**src/rtl/hs32_bus16_pkg.sv**
```systemverilog
// Shared definitions for the hs32 external memory bridge: FSM state
// encodings and the rw polarity used by the CPU and the memory arbiter.
package hs32_bus16_pkg;

    typedef enum logic [2:0] {
        ST_IDLE   = 3'd0,
        ST_SETUP  = 3'd1,
        ST_STROBE = 3'd2,
        ST_HOLD   = 3'd3,
        ST_DONE   = 3'd4
    } state_t;

    // i_rw value that marks a write cycle
    localparam logic HS32_WRITE = 1'b1;

endpackage

```
**src/rtl/hs32_bus16.sv**
```systemverilog
// hs32_bus16: 32-bit CPU memory port to 16-bit async SRAM bus bridge.
// Each word moves as two halfword cycles (low half at the even halfword
// address first), each cycle being SETUP, WAIT x STROBE, HOLD. Every output
// is registered: the output registers are loaded with the values that belong
// to the state being entered, so they line up with the state register.
module hs32_bus16
    import hs32_bus16_pkg::*;
#(
    parameter int ADDR_W = 17,
    parameter int WAIT   = 2
) (
    input  logic              i_clk,
    input  logic              reset,
    input  logic [31:0]       i_addr,
    input  logic              i_rw,
    input  logic [31:0]       i_dtw,
    input  logic              i_valid,
    output logic [31:0]       o_dtr,
    output logic              o_ready,
    output logic [ADDR_W-1:0] sram_addr,
    output logic [15:0]       sram_dq_o,
    input  logic [15:0]       sram_dq_i,
    output logic              sram_dq_oe,
    output logic              sram_ce_n,
    output logic              sram_oe_n,
    output logic              sram_we_n
);

    localparam int CNT_W = $clog2(WAIT + 1);

    state_t              state, state_nxt;
    logic                half, half_nxt;
    logic [CNT_W-1:0]    cnt, cnt_nxt;
    logic [ADDR_W-2:0]   addr_q, addr_nxt;
    logic                rw_q, rw_nxt;
    logic [31:0]         dtw_q, dtw_nxt;
    logic [15:0]         lo_q, lo_nxt, hi_q, hi_nxt;

    logic [31:0]         dtr_nxt;
    logic                ready_nxt;
    logic [ADDR_W-1:0]   sram_addr_nxt;
    logic [15:0]         dq_o_nxt;
    logic                dq_oe_nxt, ce_n_nxt, oe_n_nxt, we_n_nxt;

    // byte-lane bits and bits above the SRAM space are not decoded (aliasing)
    logic unused_addr;
    assign unused_addr = ^{i_addr[31:ADDR_W+1], i_addr[1:0]};

    // next-state and next-output decode; outputs default to holding
    always_comb begin
        state_nxt     = state;
        half_nxt      = half;
        cnt_nxt       = cnt;
        addr_nxt      = addr_q;
        rw_nxt        = rw_q;
        dtw_nxt       = dtw_q;
        lo_nxt        = lo_q;
        hi_nxt        = hi_q;
        dtr_nxt       = o_dtr;
        ready_nxt     = 1'b0;
        sram_addr_nxt = sram_addr;
        dq_o_nxt      = sram_dq_o;
        dq_oe_nxt     = sram_dq_oe;
        ce_n_nxt      = sram_ce_n;
        oe_n_nxt      = sram_oe_n;
        we_n_nxt      = sram_we_n;

        case (state)
            ST_IDLE: begin
                ce_n_nxt  = 1'b1;
                oe_n_nxt  = 1'b1;
                we_n_nxt  = 1'b1;
                dq_oe_nxt = 1'b0;
                dtr_nxt   = '0;
                if (i_valid) begin
                    addr_nxt      = i_addr[ADDR_W:2];
                    rw_nxt        = i_rw;
                    dtw_nxt       = i_dtw;
                    half_nxt      = 1'b0;
                    state_nxt     = ST_SETUP;
                    sram_addr_nxt = {i_addr[ADDR_W:2], 1'b0};
                    ce_n_nxt      = 1'b0;
                    dq_oe_nxt     = (i_rw == HS32_WRITE);
                    if (i_rw == HS32_WRITE)
                        dq_o_nxt = i_dtw[15:0];
                end
            end
            ST_SETUP: begin
                state_nxt = ST_STROBE;
                cnt_nxt   = CNT_W'(WAIT - 1);
                if (rw_q == HS32_WRITE)
                    we_n_nxt = 1'b0;
                else
                    oe_n_nxt = 1'b0;
            end
            ST_STROBE: begin
                if (cnt == '0) begin
                    state_nxt = ST_HOLD;
                    oe_n_nxt  = 1'b1;
                    we_n_nxt  = 1'b1;
                    // sample the pad at the end of the strobe window
                    if (rw_q != HS32_WRITE) begin
                        if (half)
                            hi_nxt = sram_dq_i;
                        else
                            lo_nxt = sram_dq_i;
                    end
                end else begin
                    cnt_nxt = cnt - CNT_W'(1);
                end
            end
            ST_HOLD: begin
                if (!half) begin
                    half_nxt      = 1'b1;
                    state_nxt     = ST_SETUP;
                    sram_addr_nxt = {addr_q, 1'b1};
                    if (rw_q == HS32_WRITE)
                        dq_o_nxt = dtw_q[31:16];
                end else begin
                    state_nxt = ST_DONE;
                    ready_nxt = 1'b1;
                    dtr_nxt   = (rw_q == HS32_WRITE) ? 32'h0 : {hi_q, lo_q};
                    ce_n_nxt  = 1'b1;
                    dq_oe_nxt = 1'b0;
                end
            end
            ST_DONE: begin
                state_nxt = ST_IDLE;
                dtr_nxt   = '0;
            end
            default: begin
                state_nxt = ST_IDLE;
                ce_n_nxt  = 1'b1;
                oe_n_nxt  = 1'b1;
                we_n_nxt  = 1'b1;
                dq_oe_nxt = 1'b0;
            end
        endcase
    end

    // state, datapath and output registers; reset aborts any transfer
    always_ff @(posedge i_clk) begin
        if (reset) begin
            state      <= ST_IDLE;
            half       <= 1'b0;
            cnt        <= '0;
            addr_q     <= '0;
            rw_q       <= 1'b0;
            dtw_q      <= '0;
            lo_q       <= '0;
            hi_q       <= '0;
            o_dtr      <= '0;
            o_ready    <= 1'b0;
            sram_addr  <= '0;
            sram_dq_o  <= '0;
            sram_dq_oe <= 1'b0;
            sram_ce_n  <= 1'b1;
            sram_oe_n  <= 1'b1;
            sram_we_n  <= 1'b1;
        end else begin
            state      <= state_nxt;
            half       <= half_nxt;
            cnt        <= cnt_nxt;
            addr_q     <= addr_nxt;
            rw_q       <= rw_nxt;
            dtw_q      <= dtw_nxt;
            lo_q       <= lo_nxt;
            hi_q       <= hi_nxt;
            o_dtr      <= dtr_nxt;
            o_ready    <= ready_nxt;
            sram_addr  <= sram_addr_nxt;
            sram_dq_o  <= dq_o_nxt;
            sram_dq_oe <= dq_oe_nxt;
            sram_ce_n  <= ce_n_nxt;
            sram_oe_n  <= oe_n_nxt;
            sram_we_n  <= we_n_nxt;
        end
    end

endmodule

```
**config.mk**
```make
export PLATFORM = sky130hd
export DESIGN_NAME = hs32_bus16
export DESIGN_NICKNAME = d
export VERILOG_FILES = /design/src/rtl/hs32_bus16_pkg.sv /design/src/rtl/hs32_bus16.sv
export SDC_FILE = /design/constraint.sdc
export NUM_CORES = 1
export LEC_CHECK = 0
export CORE_MARGIN = 2
export CORE_UTILIZATION = 35
export CTS_CLUSTER_SIZE = 40
export DETAILED_ROUTE_END_ITERATION = 10
export PLACE_DENSITY = 0.71
export SKIP_LAST_GASP = 1
export SLEW_MARGIN = 20
export SYNTH_ARGS = -nofsm -noshare
export SYNTH_HDL_FRONTEND = slang
export SYNTH_SLANG_ARGS = --single-unit
```
**constraint.sdc**
```tcl
create_clock -name i_clk -period 1.9 [get_ports i_clk]
set_clock_uncertainty 0.1 [all_clocks]
set_input_delay 0.475 -clock i_clk [delete_from_list [all_inputs] [get_ports i_clk]]
set_output_delay 0.475 -clock i_clk [all_outputs]
set_load 0.02 [all_outputs]
```
Word level (Yosys, flattened, before mapping)
Cells that the tools add are included. W data, S select, Z words.

Reduce and logical (&&, ||, !) cells: 21. Add/subtract/negate cells: 1. Bitwise gates (word level): 5. Muxes and demuxes: 31. Equality and inequality tests: 13.

Operators with widths (count): $mux W16 (4); $mux W32 (2); $pmux W32 S2 (1); $mux W17 (2); $pmux W17 S2 (1); $pmux W16 S2 (1); $ne A2 B2 Y1 const B (9); $pmux W1 S3 (4); $pmux W3 S4 (1); $reduce_and A2 Y1 (6); $mux W1 (9); $mux W3 (3); $reduce_and A3 Y1 (3); $reduce_and A4 Y1 (2); $eq A3 B2 Y1 const B (2); $reduce_bool A2 Y1 (3); $reduce_or A2 Y1 (3); $not A1 Y1 (5); $reduce_and A5 Y1 (1); $pmux W2 S2 (1); $eq A3 B1 Y1 const B (1); $eq A3 B3 Y1 const B (1); $logic_not A3 Y1 (1); $reduce_or A3 Y1 (1); 4 further kinds (4).

Word-level logic and storage cells: 87. Register bits after elaboration: 157. Output and inout port bits: 70. Input port bits: 84.

Longest topological paths before layout
Gate-level depths: netlist (run 1).

Word-level depth: 4. Mapped depth: 8. Gate-level depth less buffers: 6.

Least setup slack after synthesis (run 1)
Ideal clock, no wire load.

Path kind: input to register. From: input i_rw. To: register sram_dq_o[12]. Stages on the path: 6. Library setup time: 81 ps. Required time: 1719 ps. Buffers on the path: 2. Slack: -17 ps. Arrival: 1736 ps. Cell sequence: or4_1 o31a_2 and2_0 buf_4 buf_6 a211oi_2.

Word-level cells in the longest chain between the ends: 2.

Ends and longest elaborated chain: from (decl) (RTL line hs32_bus16.sv:15) `input logic i_rw,`; $ne A2 B2 Y1 (no source line); $reduce_and A5 Y1 (no source line); to (signal assigned) (RTL line hs32_bus16.sv:172) `sram_dq_o <= dq_o_nxt;`; to (decl) (RTL line hs32_bus16.sv:21) `output logic [15:0] sram_dq_o,`.

Every way passes these cells. A chain may end at the register's enable or synchronous reset.

Worst setup path after layout (run 1)
From: input i_rw. To: register sram_dq_o[3].

The elaborated chain is that of the path after synthesis.

==> run_results.csv, run 1 <==
group,metric,value,unit
sta,whs,0.352,ns
route,vias,4604,
global_routing,grt.total_usage,17.0,%
power_and_ir_drop,power.internal,6460,uW
run,drv_cap,0,
logic_synthesis,ys_seq_elements,141,
power_and_ir_drop,p_switching,2200,uW
worst_setup_path,r2r_cells,6,
sta,worst_pin_slew,0.526,ns
cts,clkTransAtPathRegs,0.06,ns
final_layout,nNetsFinal,814,
logic_synthesis,synth_largest_area_cell,"dfxtp_1",
sta,hold_violations,0,
run_status,outcome,"finished clean",
cts,clkSinkCount,141,
logic_synthesis,netlist-cell-type-count,37,
logic_synthesis,syn_area_per_cell,9.23,um^2
sta,slew_headroom,65.0,%
logic_synthesis,synth_edf_count,0,
logic_synthesis,synth_top_area_share,51.6,%
power_and_ir_drop,p_leak,0.00348,uW
worst_setup_path,arrival,2.08,ns
global_routing,overflow,0,
power_and_ir_drop,seqPwrFrac,37.9,%
cts,cts-buffers-inserted,17,
worst_setup_path,required,2.13,ns
sta,max_freq,540,MHz
logic_synthesis,synth_ff_type,"dfxtp_1",
global_routing,grtUsageMet2,26.6,%
worst_setup_path,slowest_delay,0.52,ns
cts,cts_tree,"built",
power_and_ir_drop,ir_drop,0.709,mV
final_layout,insertedDiodeCount,0,
global_routing,grt.met3_usage,7.28,%
sta,rsz0062_at_grt,"true",
place,place_inst,908,
sta,min_period_over_period,97.5,%
route,wl_per_cell,14.9,um
logic_synthesis,synthArstFlopShare,0,%
place,hpwl,8700,um
global_routing,grt_max_degree,97,
final_layout,area_delta_synth_final,43.9,%
worst_setup_path,end_kind,"register",
global_routing,use_met1,21.5,%
cts,cts_root_buf,"clkbuf_16",
worst_setup_path,crit_chain,"clkdlybuf4s50_1 -> or4_1 -> o31a_2 -> and2_4 -> buf_12 -> a211oi_1",
route,first_pass_iters,4,
logic_synthesis,syn_area,5470,um^2
cts,clockBufferDepth,2,
power_and_ir_drop,clockPowerShare,44.3,%
logic_synthesis,syn_inst,592,
die,die-height,129,um
cts,clk_latency,0.41,ns
route,drtIter0Drc,275,
logic_synthesis,synthTopCellsByCount,"141 x dfxtp_1, 103 x nand2_1, 71 x nor2_1",
worst_setup_path,rrSetupSlack,0.05,ns
route,drc_errors,0,
die,pin_count,154,
hold_path,hold_class,"reg2reg",
logic_synthesis,yosys_warnings,0,
sta,period_needed,1.85,ns
logic_synthesis,ys_seq_area_share,51.6,%
global_routing,grt_pass1_vias,4499,
worst_setup_path,worstSetupStartpointType,"primary input",
logic_synthesis,synth_most_common_cell,"dfxtp_1",
die,core_region_area,15300,um^2
sta,slew_viol_final,0,
die,num_rows,45,
route,ant_nets,0,
place,io_buffers,137,
global_routing,grt_pass1_wl,22400,um
power_and_ir_drop,combPwrFrac,17.8,%
logic_synthesis,synth_area_leaders,"dfxtp_1 52%, mux2i_1 9.0%, nand2_1 7.1%, a21oi_1 6.3%, nor2_1 4.9%",
worst_setup_path,slowest_stage,"or4_1",
final_layout,drive_gt1_share,12.9,%
die,start_util,35.8,%
hold_path,holdPathStages,2,
cts,cts_hold_buf,0,
worst_setup_path,critPathBufInv,2,
power_and_ir_drop,swShare,25.4,%
worst_setup_path,worstPathMaxFanout,16,
die,dieArea,16600,um^2
global_routing,top_usage_layer,"met2",
worst_setup_path,path_class,"in2reg",
place,place_congestion,0.753,
route,via_per_inst,4.83,
worst_setup_path,crit_cells,6,
global_routing,antenna_found_initial,0,
logic_synthesis,syn_nets,677,
cts,cts_htree_levels,4,
worst_setup_path,cp_top_family,"simple AND/OR/NAND/NOR gates",
final_layout,final_cells,953,
final_layout,num-fill-cells,1436,
sta,setup_viol,0,
power_and_ir_drop,pwr_density_cell,1100,nW/um^2
route,drt-total-wl,14200,um
die,die_x,129,um
==> logic make-up after synthesis <==
kind of cell | count (synthesis) | synth area share (%)
AO/OA/AOI/OAI | 147 | 19.1
XOR/XNOR | 1 | 0.160
adder cells (fa/ha/maj) | 1 | 0.229
buffers and inverters | 56 | 4.90
flip-flops | 141 | 51.6
multiplexers | 49 | 8.97
AND/OR/NAND/NOR | 197 | 15.0
==> layer usage <==
layer	vias to the layer above	wire [um]
met5	-	0
met2	137	6370
met3	10	1180
met4	0	170
li1	2323	-
met1	2134	6500
==> worst reg2reg max path: cells and delay by family, from the launching register on <==
kind                   cells  cell delay, ns
AOI/OAI and AO/OA          3            0.41
buffers and inverters      2            0.35
and+or+nand+nor            1            0.57
DFF                        1            0.34
==> sequential cells by signal, summed over array words and instances (netlist names), 2 cells and up <==
| signal | flops |
|---|---|
| sram_addr | 17 |
| sram_dq_o | 16 |
| hi_q | 16 |
| o_dtr | 32 |
| dtw_q | 16 |
| cnt | 2 |
| state | 3 |
| addr_q | 16 |
| lo_q | 16 |
==> cell type report <==
class / count / area (um^2) / area share (%)
inverters: 3 / 11.3 / 0.143
repair buffers: 171 / 1680 / 21.3
flip-flops and latches: 141 / 2820 / 35.9
clock inverters: 10 / 208 / 2.64
multi-input cells: 395 / 2400 / 30.5
clock buffers: 22 / 484 / 6.15
well taps: 211 / 264 / 3.36
==> repair_timing <==
| item | CTS | global route |
|---|---|---|
| hold endpoints to repair | 0 | 0 |
| setup buffers | 0 | 10 |
| setup endpoints to repair | 74 | 27 |
| gates resized for setup | 71 | 9 |
| cloned | 0 | 3 |
==> per-stage QoR <==
stage	cell area (um^2)	TNS [ns]	utilization [%]	power [uW]	setup slack, ns
after floorplan	5470	0	-	4230	0.00198
after detailed placement	7100	-22.19	46.5	4830	-0.442
after CTS	7710	0	50.5	8590	0.00159
final	7870	0	51.6	8660	0.0483
after global routing	7870	-0.0239	51.6	9020	-0.0201
after global placement	7100	-20.32	46.5	4810	-0.389
==> path summary, 6_finish.rpt <==
path,startpoint,end
max,i_rw,sram_dq_o[3]
min,dtw_q[25],dtw_q[25]
max reg2reg,state[2],sram_dq_o[4]
min reg2reg,dtw_q[25],dtw_q[25]
==> power by group through the flow <==
stage	combinational [uW]	sequential, uW	clock, uW
finish	1540	3280	3840
global route	1680	3310	4030
CTS	1410	3280	3900
detailed placement	1480	3350	0
global placement	1460	3340	0
floorplan	770	3460	0
==> layout by cell type, fill, tap and decap left out, types with 3 or more instances in the layout <==
master           instances
nor2b_1                  3
clkdlybuf4s50_1         65
nor2_1                  71
nand2_1                103
buf_12                   8
buf_4                   24
inv_1                    3
a21oi_1                 67
a211oi_1                12
clkbuf_8                 4
clkinvlp_4               3
mux2i_1                 49
bufinv_16                6
o21bai_1                 3
nor3_1                   3
dfxtp_1                141
clkbuf_16               19
a22oi_1                 33
o21ai_0                  3
a211oi_2                20
dlygate4sd2_1           70
Power figures use the tool's default switching activity.
==> inputs of run 2 (changes only) <==
clock period = 1.5 ns   (was 1.9 ns; I/O delays follow)
==> run 2 against run 1 <==
Against the previous run:
- the flow now finishes with violations (negative setup slack)
- non-clock buffer count rose by 17
- global-route usage rose by 2.2 points
- clock power rose by 10%
- largest cell class unchanged
- critical path type is now reg2reg
- largest power group unchanged
- critical path depth did not move
- count of clock-buffer cells in the layout fell by 2
- register-to-register slack got worse by 0.29 ns
==> run_results.csv, run 2 (synthesized netlist as in run 1, its figures left out) <==
group,metric,value,unit
run_status,outcome,"finished, violations left",
run_status,violations,"negative setup slack",
sta,slew_headroom,72.5,%
cts,clk_latency,0.43,ns
power_and_ir_drop,ir_drop,0.974,mV
power_and_ir_drop,power.internal,7610,uW
die,num_rows,45,
worst_setup_path,crit_start,"state[2]",
worst_setup_path,worstPathMaxFanout,6,
power_and_ir_drop,combPwrFrac,20.1,%
sta,worst_pin_slew,0.413,ns
die,pin_count,154,
final_layout,fin_area,7950,um^2
power_and_ir_drop,swShare,27.8,%
place,io_buffers,137,
worst_setup_path,end_kind,"register",
power_and_ir_drop,finalPower,10500,uW
sta,setup_viol,111,
die,start_util,35.8,%
final_layout,largest_register_ffs,32,
power_and_ir_drop,seqPwrFrac,39.6,%
worst_setup_path,slowest_stage,"or4b_4",
route,vias,4911,
sta,hold_violations,0,
global_routing,antenna_found_initial,0,
worst_setup_path,reg2reg_from,"state[2]",
power_and_ir_drop,clockPowerShare,40.2,%
worst_setup_path,path_class,"reg2reg",
die,die_x,129,um
power_and_ir_drop,p_leak,0.00343,uW
sta,setup_slack,-0.237,ns
die,dieArea,16600,um^2
sta,max_freq,576,MHz
cts,clkSinkCount,141,
route,first_pass_iters,5,
sta,slew_viol_final,0,
final_layout,top_register,"o_dtr",
route,via_per_inst,5.06,
final_layout,drive_gt1_share,26.7,%
route,drc_errors,0,
worst_setup_path,required,1.75,ns
die,die-height,129,um
final_layout,nNetsFinal,831,
final_layout,insertedDiodeCount,0,
hold_path,hold_class,"in2reg",
sta,whs,0.289,ns
cts,clockBufferDepth,2,
worst_setup_path,arrival,1.98,ns
sta,rsz0062_at_grt,"true",
worst_setup_path,worstSetupStartpointType,"register",
final_layout,top_regs,"o_dtr (32), sram_addr (17)",
place,place_congestion,0.802,
sta,period_needed,1.74,ns
route,drtIter0Drc,204,
place,hpwl,9990,um
hold_path,hold_path.startpoint,"reset",
cts,cts-buffers-inserted,17,
final_layout,final_cell_mix,"137 x dfxtp_1, 103 x nand2_1, 69 x a21oi_1",
global_routing,grt_pass1_vias,5007,
sta,min_period_over_period,116,%
cts,cts_tree,"built",
cts,cts_root_buf,"clkbuf_16",
die,core_region_area,15300,um^2
global_routing,grt_pass1_wl,25000,um
worst_setup_path,crit_chain,"or4b_4 -> o31ai_4 -> buf_6 -> buf_16 -> nor2_4 -> a211oi_2",
sta,tns,-13.46,ns
route,ant_nets,0,
cts,cts_htree_levels,4,
route,drt-total-wl,15900,um
route,wl_per_cell,16.4,um
place,place_area,7370,um^2
global_routing,grt.total_usage,19.2,%
worst_setup_path,slowest_delay,0.56,ns
run,drv_cap,0,
power_and_ir_drop,pwr_density_cell,1330,nW/um^2
global_routing,overflow,0,
global_routing,grt_max_degree,35,
cts,clkTransAtPathRegs,0.06,ns
place,place_ws,-0.840,ns
final_layout,area_delta_synth_final,45.4,%
power_and_ir_drop,p_switching,2930,uW
final_layout,final_common_cell,"dfxtp_1",
==> run 2: changes by cell type in the layout (fill, tap and decap cells not counted), sizes merged <==
cell / before / now
buf: 33 / 116
dlymetal6s2s: 1 / 0
clkdlybuf4s15: 0 / 3
clkbuf: 24 / 23
bufinv: 6 / 3
clkdlybuf4s50: 65 / 64
dlygate4sd2: 70 / 2
clkinvlp: 3 / 4
clkinv: 1 / 5
==> run 2: path summary, 6_finish.rpt <==
path | endpoint | depth (start not counted) | slack [ns]
worst max-delay path | sram_addr[4] | 6 | -0.24
worst min-delay path | dtw_q[17] | 2 | 0.29
worst max register to register | sram_addr[4] | 6 | -0.24
worst min register to register | dtw_q[31] | 2 | 0.35
==> run 2: final cells by class <==
class	count	area (um^2)
repair buffers	188	1740
inverters	3	11.3
clock inverters	12	145
flip-flops and latches	141	2830
well taps	211	264
clock buffers	20	447
fillers	1374	7310
multi-input cells	395	2510
==> run 2: metrics by stage <==
step | util [%] | cells
floorplan | - | 592
global placement | 48.3 | 925
detailed placement | 48.3 | 925
CTS | 51.8 | 968
global route | 52.1 | 970
finish | 52.1 | 970
==> run 2: power groups by stage <==
stage	clock (uW)	sequential, uW	combinational, uW
floorplan	0	4400	1060
finish	4240	4180	2120
CTS	4290	4170	2120
global route	4480	4210	2290
global placement	0	4240	1990
detailed placement	0	4250	2050
==> run 2: critical path, delay by kind of cell (launching register included) <==
kind	cells	cell delay [ns]
flops	1	0.35
buf+inv	2	0.35
simple gates	2	0.60
compound gates	2	0.26
==> run 2: metal layers <==
metal / vias to the layer above / wire (um) / track usage (%)
li1: 2359 / - / -
met3: 19 / 1270 / 6.36
met2: 167 / 7640 / 32.6
met4: 0 / 244 / 7.10
met1: 2366 / 6730 / 22.7
met5: - / 0 / 0
==> run 2: timing repair <==
item                                    CTS  global route
endpoints found under the setup margin  204           139
hold endpoints to repair                  0             0
buffers inserted                          6             2
resized for setup                       293            14
cloned                                    5             2
hold buffers                              0             0
pin swaps                                 3             3
